<file path="src/rtl/jamma_joy_scanner_pkg.sv">
// Shared constants and state encoding for the JAMMA joystick scanner.
package jamma_joy_scanner_pkg;

    localparam logic       JSEL_P1   = 1'b0;
    localparam logic       JSEL_P2   = 1'b1;
    localparam logic [7:0] JOY_IDLE  = 8'hFF;
    localparam logic [1:0] COIN_IDLE = 2'b11;

    typedef enum logic [1:0] {
        SETTLE_A = 2'd0,
        SAMPLE_A = 2'd1,
        SETTLE_B = 2'd2,
        SAMPLE_B = 2'd3
    } scan_state_e;

endpackage

</file>
<file path="src/rtl/jamma_debounce_bit.sv">
// Per-bit debounce filter: the clean output follows the raw sample only after
// DEBOUNCE_SCANS consecutive enabled samples that disagree with it.
module jamma_debounce_bit
    import jamma_joy_scanner_pkg::*;
#(
    parameter int   DEBOUNCE_SCANS = 3,
    parameter logic RESET_VAL      = 1'b1
) (
    input  logic clk_i,
    input  logic rst_n_i,
    input  logic sample_en_i,
    input  logic raw_i,
    output logic clean_o
);

    localparam logic [3:0] CNT_LAST = 4'(DEBOUNCE_SCANS - 1);

    logic [3:0] cnt_q, cnt_d;
    logic       clean_q, clean_d;

    // Next-state: agreement clears the run, the final disagreeing sample commits.
    always_comb begin
        cnt_d   = cnt_q;
        clean_d = clean_q;
        if (sample_en_i) begin
            if (raw_i == clean_q) begin
                cnt_d = '0;
            end else if (cnt_q >= CNT_LAST) begin
                clean_d = raw_i;
                cnt_d   = '0;
            end else begin
                cnt_d = cnt_q + 4'd1;
            end
        end
    end

    // Counter and clean bit registers with synchronous reset.
    always_ff @(posedge clk_i) begin
        if (!rst_n_i) begin
            cnt_q   <= '0;
            clean_q <= RESET_VAL;
        end else begin
            cnt_q   <= cnt_d;
            clean_q <= clean_d;
        end
    end

    assign clean_o = clean_q;

endmodule

</file>
<file path="src/rtl/jamma_joy_scanner.sv">
// JAMMA joystick splitter scanner: drives the select line, waits for the
// external mux to settle, then samples and debounces both players and coins.
//
// state    | meaning
// ---------+-----------------------------------------------------------
// SETTLE_A | select = P1, waiting SETTLE_CYCLES for the mux to settle
// SAMPLE_A | P1 image and coins captured into the debouncers
// SETTLE_B | select = P2, waiting SETTLE_CYCLES for the mux to settle
// SAMPLE_B | P2 image and coins captured, scan tick issued next cycle
module jamma_joy_scanner
    import jamma_joy_scanner_pkg::*;
#(
    parameter int SETTLE_CYCLES  = 4,
    parameter int DEBOUNCE_SCANS = 3
) (
    input  logic       clk_i,
    input  logic       reset_n_i,
    input  logic [7:0] jjoy_i,
    input  logic [1:0] jcoin_i,
    input  logic [5:0] local_joy_i,
    output logic       jselect_o,
    output logic [7:0] joy1_o,
    output logic [7:0] joy2_o,
    output logic [1:0] coin_o,
    output logic       scan_tick_o
);

    localparam int            SW          = $clog2(SETTLE_CYCLES + 1);
    localparam logic [SW-1:0] SETTLE_LOAD = SW'(SETTLE_CYCLES - 1);

    scan_state_e   state_q;
    logic [SW-1:0] settle_q;
    logic          jsel_q;
    logic          tick_q;

    logic [7:0] p1_raw, p2_raw;
    logic       en_a, en_b, en_coin;

    // Scan sequencer; settle timer counts down to zero, select and tick are registered.
    always_ff @(posedge clk_i) begin
        if (!reset_n_i) begin
            state_q  <= SETTLE_A;
            settle_q <= SETTLE_LOAD;
            jsel_q   <= JSEL_P1;
            tick_q   <= 1'b0;
        end else begin
            tick_q <= 1'b0;
            case (state_q)
                SETTLE_A: begin
                    if (settle_q == '0) state_q <= SAMPLE_A;
                    else                settle_q <= settle_q - SW'(1);
                end
                SAMPLE_A: begin
                    state_q  <= SETTLE_B;
                    settle_q <= SETTLE_LOAD;
                    jsel_q   <= JSEL_P2;
                end
                SETTLE_B: begin
                    if (settle_q == '0) state_q <= SAMPLE_B;
                    else                settle_q <= settle_q - SW'(1);
                end
                SAMPLE_B: begin
                    state_q  <= SETTLE_A;
                    settle_q <= SETTLE_LOAD;
                    jsel_q   <= JSEL_P1;
                    tick_q   <= 1'b1;
                end
                default: begin
                    state_q  <= SETTLE_A;
                    settle_q <= SETTLE_LOAD;
                    jsel_q   <= JSEL_P1;
                end
            endcase
        end
    end

    // The on-board stick is wire-ORed (active low) into player 1 only.
    assign p1_raw  = jjoy_i & {2'b11, local_joy_i};
    assign p2_raw  = jjoy_i;
    assign en_a    = (state_q == SAMPLE_A);
    assign en_b    = (state_q == SAMPLE_B);
    assign en_coin = en_a | en_b;

    for (genvar i = 0; i < 8; i++) begin : g_joy
        jamma_debounce_bit #(.DEBOUNCE_SCANS(DEBOUNCE_SCANS), .RESET_VAL(JOY_IDLE[i])) u_p1 (
            .clk_i       (clk_i),
            .rst_n_i     (reset_n_i),
            .sample_en_i (en_a),
            .raw_i       (p1_raw[i]),
            .clean_o     (joy1_o[i])
        );
        jamma_debounce_bit #(.DEBOUNCE_SCANS(DEBOUNCE_SCANS), .RESET_VAL(JOY_IDLE[i])) u_p2 (
            .clk_i       (clk_i),
            .rst_n_i     (reset_n_i),
            .sample_en_i (en_b),
            .raw_i       (p2_raw[i]),
            .clean_o     (joy2_o[i])
        );
    end

    // Coins are not multiplexed, so they are sampled in both phases.
    for (genvar i = 0; i < 2; i++) begin : g_coin
        jamma_debounce_bit #(.DEBOUNCE_SCANS(DEBOUNCE_SCANS), .RESET_VAL(COIN_IDLE[i])) u_coin (
            .clk_i       (clk_i),
            .rst_n_i     (reset_n_i),
            .sample_en_i (en_coin),
            .raw_i       (jcoin_i[i]),
            .clean_o     (coin_o[i])
        );
    end

    assign jselect_o   = jsel_q;
    assign scan_tick_o = tick_q;

endmodule

</file>
<file path="config.mk">
export PLATFORM = sky130hd
export DESIGN_NAME = jamma_joy_scanner
export DESIGN_NICKNAME = d
export VERILOG_FILES = /design/src/rtl/jamma_joy_scanner_pkg.sv /design/src/rtl/jamma_debounce_bit.sv /design/src/rtl/jamma_joy_scanner.sv
export SDC_FILE = /design/constraint.sdc
export NUM_CORES = 1
export LEC_CHECK = 0
export BUFFER_PORTS_ARGS = -buffer_cell sky130_fd_sc_hd__buf_4
export CORE_MARGIN = 5
export CORE_UTILIZATION = 55
export DETAILED_ROUTE_END_ITERATION = 12
export GPL_ROUTABILITY_DRIVEN = 0
export PLACE_DENSITY_LB_ADDON = 0.1
export SLEW_MARGIN = 20
export SYNTH_ARGS = -nofsm -noshare
export SYNTH_HDL_FRONTEND = slang
export SYNTH_SLANG_ARGS = --single-unit
</file>
<file path="constraint.sdc">
create_clock -name clk_i -period 2.1 [get_ports clk_i]
set_input_delay 0.42 -clock clk_i [delete_from_list [all_inputs] [get_ports clk_i]]
set_output_delay 0.42 -clock clk_i [all_outputs]
set_load 0.01 [all_outputs]
</file>
# Word-level counts from Yosys, hierarchy flattened
# Cells that the tools add are included.
# word_totals
ff_bits	97
latch_bits	0
ram_bits	0
mem_bits_ro	0
in_bits	18
output_inout_bits	20
memories	0
# classes
add_sub_neg	19
multipliers	0
div_mod_pow	0
magnitude_cmp	18
eq_ne	24
shifts	0
mux	43
n_bitwise	20
n_reduce_logical	24
# ops
cell	n
$mux 4	36
$add 4x1->4 const B	18
$ge 4x2->1 const B	18
$reduce_and 3->1	18
$eq 1x1->1	18
$not 1->1	18
$and 8x8->8	1
$pmux 2 s4	1
$ne 2x2->1 const B	3
$pmux 3 s2	1
$eq 2x2->1 const B	2
$mux 2	2
$reduce_or 2->1	2
$logic_not 3->1	1
$mux 3	1
$sub 3x1->3 const B	1
$eq 2x1->1 const B	1
$logic_not 2->1	1
$pmux 1 s2	1
$reduce_and 2->1	1
$reduce_bool 2->1	1
$mux 1	1
$or 1x1->1	1

# Longest topological paths before layout
# Gate-level depths: netlist of run 1.
# logic_depth
depth_word	4
depth_mapped	8

# Hierarchy
# A second synthesis of run 1 with hierarchy kept.
# hier_totals
hier_cells	481
area_unflattened_um2	4963.5
# modules_own_cells
module	n_inst	cells_each	area_each_um2
jamma_debounce_bit	18	24	250.2
jamma_joy_scanner	1	49	459.2

# Worst setup path before layout of run 1
# OpenSTA, ideal clock, no wires.
# synth_path
path_type	flip-flop to flip-flop
start	register state_q[1]
end	register g_joy[0].u_p1.cnt_q[0]
setup_time_ns	0.101
t_arrival_ns	1.397
path_slack_ns	0.602
stages_incl_launch_ff	9
n_path_buf	3
path_cell_list	dfxtp_1 > inv_1 > ha_1 > buf_2 > nor2b_1 > clkbuf_1 > clkbuf_1 > nand2_1 > o41ai_1
# synth_via
elab_chain_cells	1
# synth_lines
item	line_no	text
start, declared	jamma_joy_scanner.sv:31	scan_state_e state_q;
start signal, assigned	jamma_joy_scanner.sv:42	state_q <= SETTLE_A;
start signal, assigned	jamma_joy_scanner.sv:50	if (settle_q == '0) state_q <= SAMPLE_A;
start signal, assigned	jamma_joy_scanner.sv:54	state_q <= SETTLE_B;
$eq 2x1->1	jamma_joy_scanner.sv:80	assign en_a = (state_q == SAMPLE_A);
end signal, assigned	jamma_debounce_bit.sv:43	cnt_q <= cnt_d;
end, declared	jamma_debounce_bit.sv:18	logic [3:0] cnt_q, cnt_d;
# No other way between the ends.
# A chain may end at the register's enable or synchronous reset.

# Worst setup path in the final report of run 1
# layout_path
start	register state_q[1]
end	register g_joy[4].u_p1.cnt_q[0]
# layout_via
elab_chain_cells	1
# layout_lines
item	line_no
$eq 2x1->1	jamma_joy_scanner.sv:80
end signal, assigned	jamma_debounce_bit.sv:43
end, declared	jamma_debounce_bit.sv:18
# No other way between the ends.

==> results.cfg, run 1 <==
[grt]
grt_pass1_vias = 3367
antenna_found_initial = 0
grt_pass1_wl_um = 15300
grt_overflow = 0
grt_max_degree = 44
grt_use_total = 0.181

[power_and_ir_drop]
max-vdd-ir-drop_mv = 0.408
p_comb_frac = 0.181
p_per_area_mw_per_mm2 = 784
p_leak_uw = 0.00212
p_clk_frac = 0.308
p_sw_frac = 0.288
switchingPower_uw = 1150
seq_power_share = 0.511
p_int_uw = 2860

[yosys]
synth_top_area_share = 0.417
yosys.area.top_type = dfxtp_1
ys_seq_area_frac = 0.417
async_flop_share = 0
synth_edf_count = 0
synth_ff_type = dfxtp_1
ys_warn_count = 0
synth_area_per_cell_um2 = 9.21
synth_nets = 567
yosys_register_bits = 97
synthDistinctLibCells = 36
synthTopCellsByArea = dfxtp_1 42%, ha_1 12%, nand2_1 5.1%
syn-instance-count = 506
syn_area_mm2 = 0.00466
synthTopCellsByCount = 97 x dfxtp_1, 63 x nand2_1, 43 x ha_1, 29 x o21ai_0, 27 x o41ai_1
synth.most_common_cell = dfxtp_1

[route]
drtIter0Drc = 115
dr_total_vias = 3492
drc = 0
antenna_left = 0
drt_first_pass_iters = 4
wire_per_inst_um = 14.2
avgViaCountPerCell = 5.55
wirelength_um = 8910

[floorplan]
rows = 33
coreArea_mm2 = 0.00826
die_area_mm2 = 0.0104
die_h_um = 102
io_pins = 38
die_w_um = 102
start_util = 0.565

[clocking]
cts_buffers = 9
path_clk_slew_ns = 0.09
cts.sink_count = 97
clock_latency_ns = 0.36
cts_tree = done
cts_buffer_depth = 2
htree_levels = 3
post_cts_buffers = 0
cts_hold_buf = 0
cts-root-buf = clkbuf_8
cts_resized = 0

[status]
outcome = complete, no violations

[timing]
fin_worst_skew_ns = 0.0123
fmax_ghz = 0.630
fin_crit_sh = 0.756
setup_viol = 0
slew_viol_final = 0
tightest_slew_ns = 0.587
final_hold_viol_count = 0
slew_headroom = 0.604
rsz0062_at_grt = false
setup_tns_ns = 0
min_period_ns = 1.59

[worst_setup_path]
worstSetupStartpointType = register
cp_max_fo = 12
cp.buffers_inverters = 1
critPathSlowestCell = o41ai_1
critical_path.cell_chain = inv_1, ha_1, nand2_1, o41ai_1
setup.worst_path.class = register to register
cp.arrival_ns = 1.84
cpPeakStageDelay_ns = 0.43
cp_top_family = compound AO/OA/AOI/OAI gates
crit_required_ns = 2.35
critPathCaptureType = register

[placement]
hpwl_um = 6330
io_buffer_count = 37

[final_layout]
num_antenna_cells = 0
nets = 581
finish.utilization = 0.620
drive_gt1_frac = 0.122
area.growth.synth_to_final_pct = 9.74

[hold_path]
hp-class = input port to register

[run]
maxCapViolCount = 0
## layout by cell type, fill, tap and decap left out, types with 3 or more instances in the layout
master      synthesis  layout
a21oi_1            10      10
and2_1             18      18
buf_4              18      45
clkbuf_8            0      11
clkinvlp_4          0       3
dfxtp_1            97      97
ha_1               43      43
inv_1              25      25
mux2i_1            10      10
nand2_1            63      63
nand2b_1           10      10
nand3_1            22      22
nand3b_1           21      21
nand4_1             3       3
nand4b_1            3       3
nor2_1              3       3
nor3_1              5       5
nor4_1             11      11
o211ai_1            5       5
o21ai_0            29      29
o22ai_1             4       4
o31ai_1             6       6
o41ai_1            27      27
or3_1              10      10
or4_1               4       4
xor2_1             19      19
## flip-flops by register name (all words and copies together), names as in the netlist, 2 cells and up
signal,cells
state_q,2
g_joy.u_p2.cnt_q,32
g_joy.u_p1.clean_o,8
g_coin.u_coin.clean_o,2
g_joy.u_p2.clean_o,8
g_coin.u_coin.cnt_q,8
g_joy.u_p1.cnt_q,32
settle_q,3
## path summary, 6_finish.rpt
| check | startpoint | end | slack, ns | cells past startpoint |
|---|---|---|---|---|
| hold reg to reg | g_joy[2].u_p1.cnt_q[2]$_SDFFE_PN0P_ | g_joy[2].u_p1.cnt_q[2]$_SDFFE_PN0P_ | 0.47 | 2 |
| hold / removal | jjoy_i[2] | g_joy[2].u_p2.clean_o$_SDFFE_PN1P_ | 0.29 | 3 |
| setup / recovery | state_q[1]$_SDFFE_PN0P_ | g_joy[4].u_p1.cnt_q[0]$_SDFFE_PN0P_ | 0.51 | 4 |
| setup reg to reg | state_q[1]$_SDFFE_PN0P_ | g_joy[4].u_p1.cnt_q[0]$_SDFFE_PN0P_ | 0.51 | 4 |
## worst min-delay path, stage by stage
cell	delay, ns
buf_4	0.09
mux2i_1	0.06
nand2_1	0.05
## final cells by class
cell class	instances	area, um^2
Multi-Input combinational cell	341	2390
Clock buffer	11	151
Timing Repair Buffer	46	358
Clock inverter	4	52.6
Inverter	25	93.8
Tap cell	105	131
Fill cell	722	3140
Sequential cell	97	1940
## per-stage QoR
stage | worst slack [ns] | hold WS, ns | std cells | area, um^2 | total power [uW]
finish | 0.512 | 0.294 | 629 | 5120 | 4010
global route | 0.305 | 0.292 | 629 | 5120 | 4230
CTS | 0.470 | 0.280 | 629 | 5120 | 4060
detailed placement | 0.424 | 0.459 | 614 | 4910 | 2830
global placement | 0.473 | 0.448 | 614 | 4910 | 2790
floorplan | 0.602 | 0.427 | 506 | 4660 | 2590
## power by group through the flow
stage | sequential (uW) | combinational [uW] | clock [uW]
detailed placement | 2100 | 729 | 0
CTS | 2050 | 733 | 1270
floorplan | 2080 | 513 | 0
global placement | 2090 | 705 | 0
finish | 2050 | 725 | 1240
global route | 2070 | 816 | 1340
## kinds of logic (layout without fill, tap and decap cells)
group / Yosys count / after routing / share of synthesized area
compound gates: 89 / 89 / 0.130
simple gates: 180 / 180 / 0.209
xor+xnor: 19 / 19 / 0.0357
fa+ha+maj: 43 / 43 / 0.115
mux: 10 / 10 / 0.0215
flops: 97 / 97 / 0.417
buf+inv: 68 / 86 / 0.0714
## per-layer routing
| layer | wire length [um] | vias up | global-route usage |
|---|---|---|---|
| met5 | 0 | - | 0 |
| met4 | 114 | 0 | 0.0666 |
| met3 | 207 | 10 | 0.0280 |
| met2 | 4120 | 44 | 0.293 |
| met1 | 4470 | 1636 | 0.245 |
| li1 | - | 1802 | - |
(Power assumes the default switching activity.)
==> inputs of run 2 (changes only) <==
--- a/config.mk
+++ b/config.mk
@@ -7,7 +7,7 @@
 export LEC_CHECK = 0
 export BUFFER_PORTS_ARGS = -buffer_cell sky130_fd_sc_hd__buf_4
 export CORE_MARGIN = 5
-export CORE_UTILIZATION = 55
+export CORE_UTILIZATION = 54
 export DETAILED_ROUTE_END_ITERATION = 12
 export GPL_ROUTABILITY_DRIVEN = 0
 export PLACE_DENSITY_LB_ADDON = 0.1
==> constraint.sdc (replaced) <==
create_clock -name clk_i -period 1.43 [get_ports clk_i]
set_input_delay 0.286 -clock clk_i [delete_from_list [all_inputs] [get_ports clk_i]]
set_output_delay 0.286 -clock clk_i [all_outputs]
set_load 0.01 [all_outputs]
==> run 2 against run 1 <==
Compared with the run above: the run now ends with setup timing left; utilization rose by 6.5 points; sequential share of layout area fell by 3.6 points; worst setup slack got worse by 0.52 ns; combinational power rose by 120%; first-iteration DRC count fell by 6.1%; clock skew fell by 0.0021 ns; clock-buffer cell count did not move; non-clock buffer count rose by 23; critical path depth rose by 1; critical endpoint is now g_joy[3].u_p1.cnt_q[1]$_SDFFE_PN0P_; largest cell class unchanged.
==> results.cfg, run 2 (synthesis gave the netlist of run 1 again) <==
[floorplan]
rows = 33
die_h_um = 103
die_w_um = 103
coreArea_mm2 = 0.00830
io_pins = 38
start_util = 0.562
die_area_mm2 = 0.0106

[route]
wire_per_inst_um = 14.9
drtIter0Drc = 108
avgViaCountPerCell = 5.60
wirelength_um = 9740
drt_first_pass_iters = 4
drc = 0
antenna_left = 0
dr_total_vias = 3659

[final_layout]
final_cell_mix = 91 x dfxtp_1, 63 x nand2_1, 61 x buf_4
largestRegisters = g_joy.u_p1.cnt_q x32, g_joy.u_p2.cnt_q x32
fin_cells = 653
multiInputGateArea_mm2 = 0.00267
num_antenna_cells = 0
regArea_mm2 = 0.00195
nets = 604
finish.utilization = 0.685
fillers = 651
drive_gt1_frac = 0.246
area.growth.synth_to_final_pct = 21.9
fin_area_mm2 = 0.00568
final_common_cell = dfxtp_1

[power_and_ir_drop]
p_per_area_mw_per_mm2 = 1170
p_leak_uw = 0.00246
max-vdd-ir-drop_mv = 0.643
p_total_uw = 6660

[timing]
min_period_ns = 1.44
setup_viol = 1
setup_tns_ns = -0.00576
final_hold_viol_count = 0
fin_ws_ns = -0.00576
rsz0062_at_grt = true
fin_crit_sh = 1.00
slew_headroom = 0.701
fmax_ghz = 0.696
slew_viol_final = 0
fin_worst_skew_ns = 0.0103
tightest_slew_ns = 0.443

[clocking]
cts_tree = done
cts_buffer_depth = 2
cts.sink_count = 97
htree_levels = 3
clock_latency_ns = 0.35
cts_buffers = 9
path_clk_slew_ns = 0.09
cts-root-buf = clkbuf_8

[grt]
antenna_found_initial = 0
grt_pass1_wl_um = 16200
grt_overflow = 0
grt_max_degree = 44
grt_use_total = 0.189
grt_pass1_vias = 3600

[hold_path]
hp-class = input port to register

[placement]
io_buffer_count = 37
dpl_cell_area_mm2 = 0.00511
hpwl_um = 6510
place_inst = 632

[worst_setup_path]
cpPeakStageDelay_ns = 0.44
cp_top_family = simple AND/OR/NAND/NOR gates
r2r_setup_slack_ns = -0.006
cp_max_fo = 4
crit_required_ns = 1.67
setup.worst_path.class = register to register
critPathCaptureType = register
worstSetupStartpointType = register
cp.buffers_inverters = 2
critPathSlowestCell = or4_4
cp.arrival_ns = 1.68
critical_path.cell_chain = inv_2, ha_4, or4_4, buf_4, o41ai_2

[run]
maxCapViolCount = 0

[status]
outcome = complete, but fails checks
violations = setup timing
==> run 2: changes by cell type in the layout (fill, tap and decap cells not counted), moves of 6 or more <==
cell	delta
o41ai_2	+19
buf_4	+16
o41ai_1	-19
dfxtp_1	-6
ha_1	-7
==> run 2: worst reg2reg max path: stages, from the launching register on <==
cell and delay (ns):
dfxtp_2 0.34, inv_2 0.04, ha_4 0.14, or4_4 0.44
buf_4 0.16, o41ai_2 0.21
==> run 2: layout make-up <==
class                           instances  share of cell area
Inverter                               25              0.0165
Sequential cell                        97               0.344
Tap cell                              105              0.0231
Clock buffer                           11              0.0231
Timing Repair Buffer                   69               0.106
Multi-Input combinational cell        341               0.470
Clock inverter                          5              0.0183
==> run 2: repair_timing <==
item | in CTS | in global routing
gates resized for setup | 14 | 43
hold buffers | 0 | 0
setup endpoints to repair | 26 | 63
pin swaps | 0 | 6
buffers inserted | 0 | 5
==> run 2: worst paths after layout <==
kind | start | end | cells past startpoint
worst max register to register | g_joy[3].u_p1.cnt_q[0]$_SDFFE_PN0P_ | g_joy[3].u_p1.cnt_q[1]$_SDFFE_PN0P_ | 5
worst min-delay path | jjoy_i[4] | g_joy[4].u_p2.clean_o$_SDFFE_PN1P_ | 3
worst max-delay path | g_joy[3].u_p1.cnt_q[0]$_SDFFE_PN0P_ | g_joy[3].u_p1.cnt_q[1]$_SDFFE_PN0P_ | 5
worst min register to register | jselect_o$_SDFFE_PN0N_ | jselect_o$_SDFFE_PN0N_ | 1
==> run 2: stage by stage <==
step                      hold WS, ns  setup WS [ns]
after floorplan                 0.411        0.00314
after global placement          0.442         0.0170
after detailed placement        0.448        -0.0692
after CTS                       0.156        -0.0273
after global routing            0.170        -0.0529
final                           0.169       -0.00576
==> run 2: report_power, final <==
part	leakage, uW	internal [uW]	switching, uW
combinational	0.00155	762	808
clock	0.000118	1160	914
sequential	0.000787	2880	129
==> run 2: per-layer routing <==
metal	global-route usage	routed length, um	up-vias	share of wire
li1	-	-	1845	-
met1	0.247	4660	1760	0.48
met2	0.313	4710	40	0.48
met3	0.0318	232	14	0.024
met4	0.0677	141	0	0.014
met5	0	0	-	0
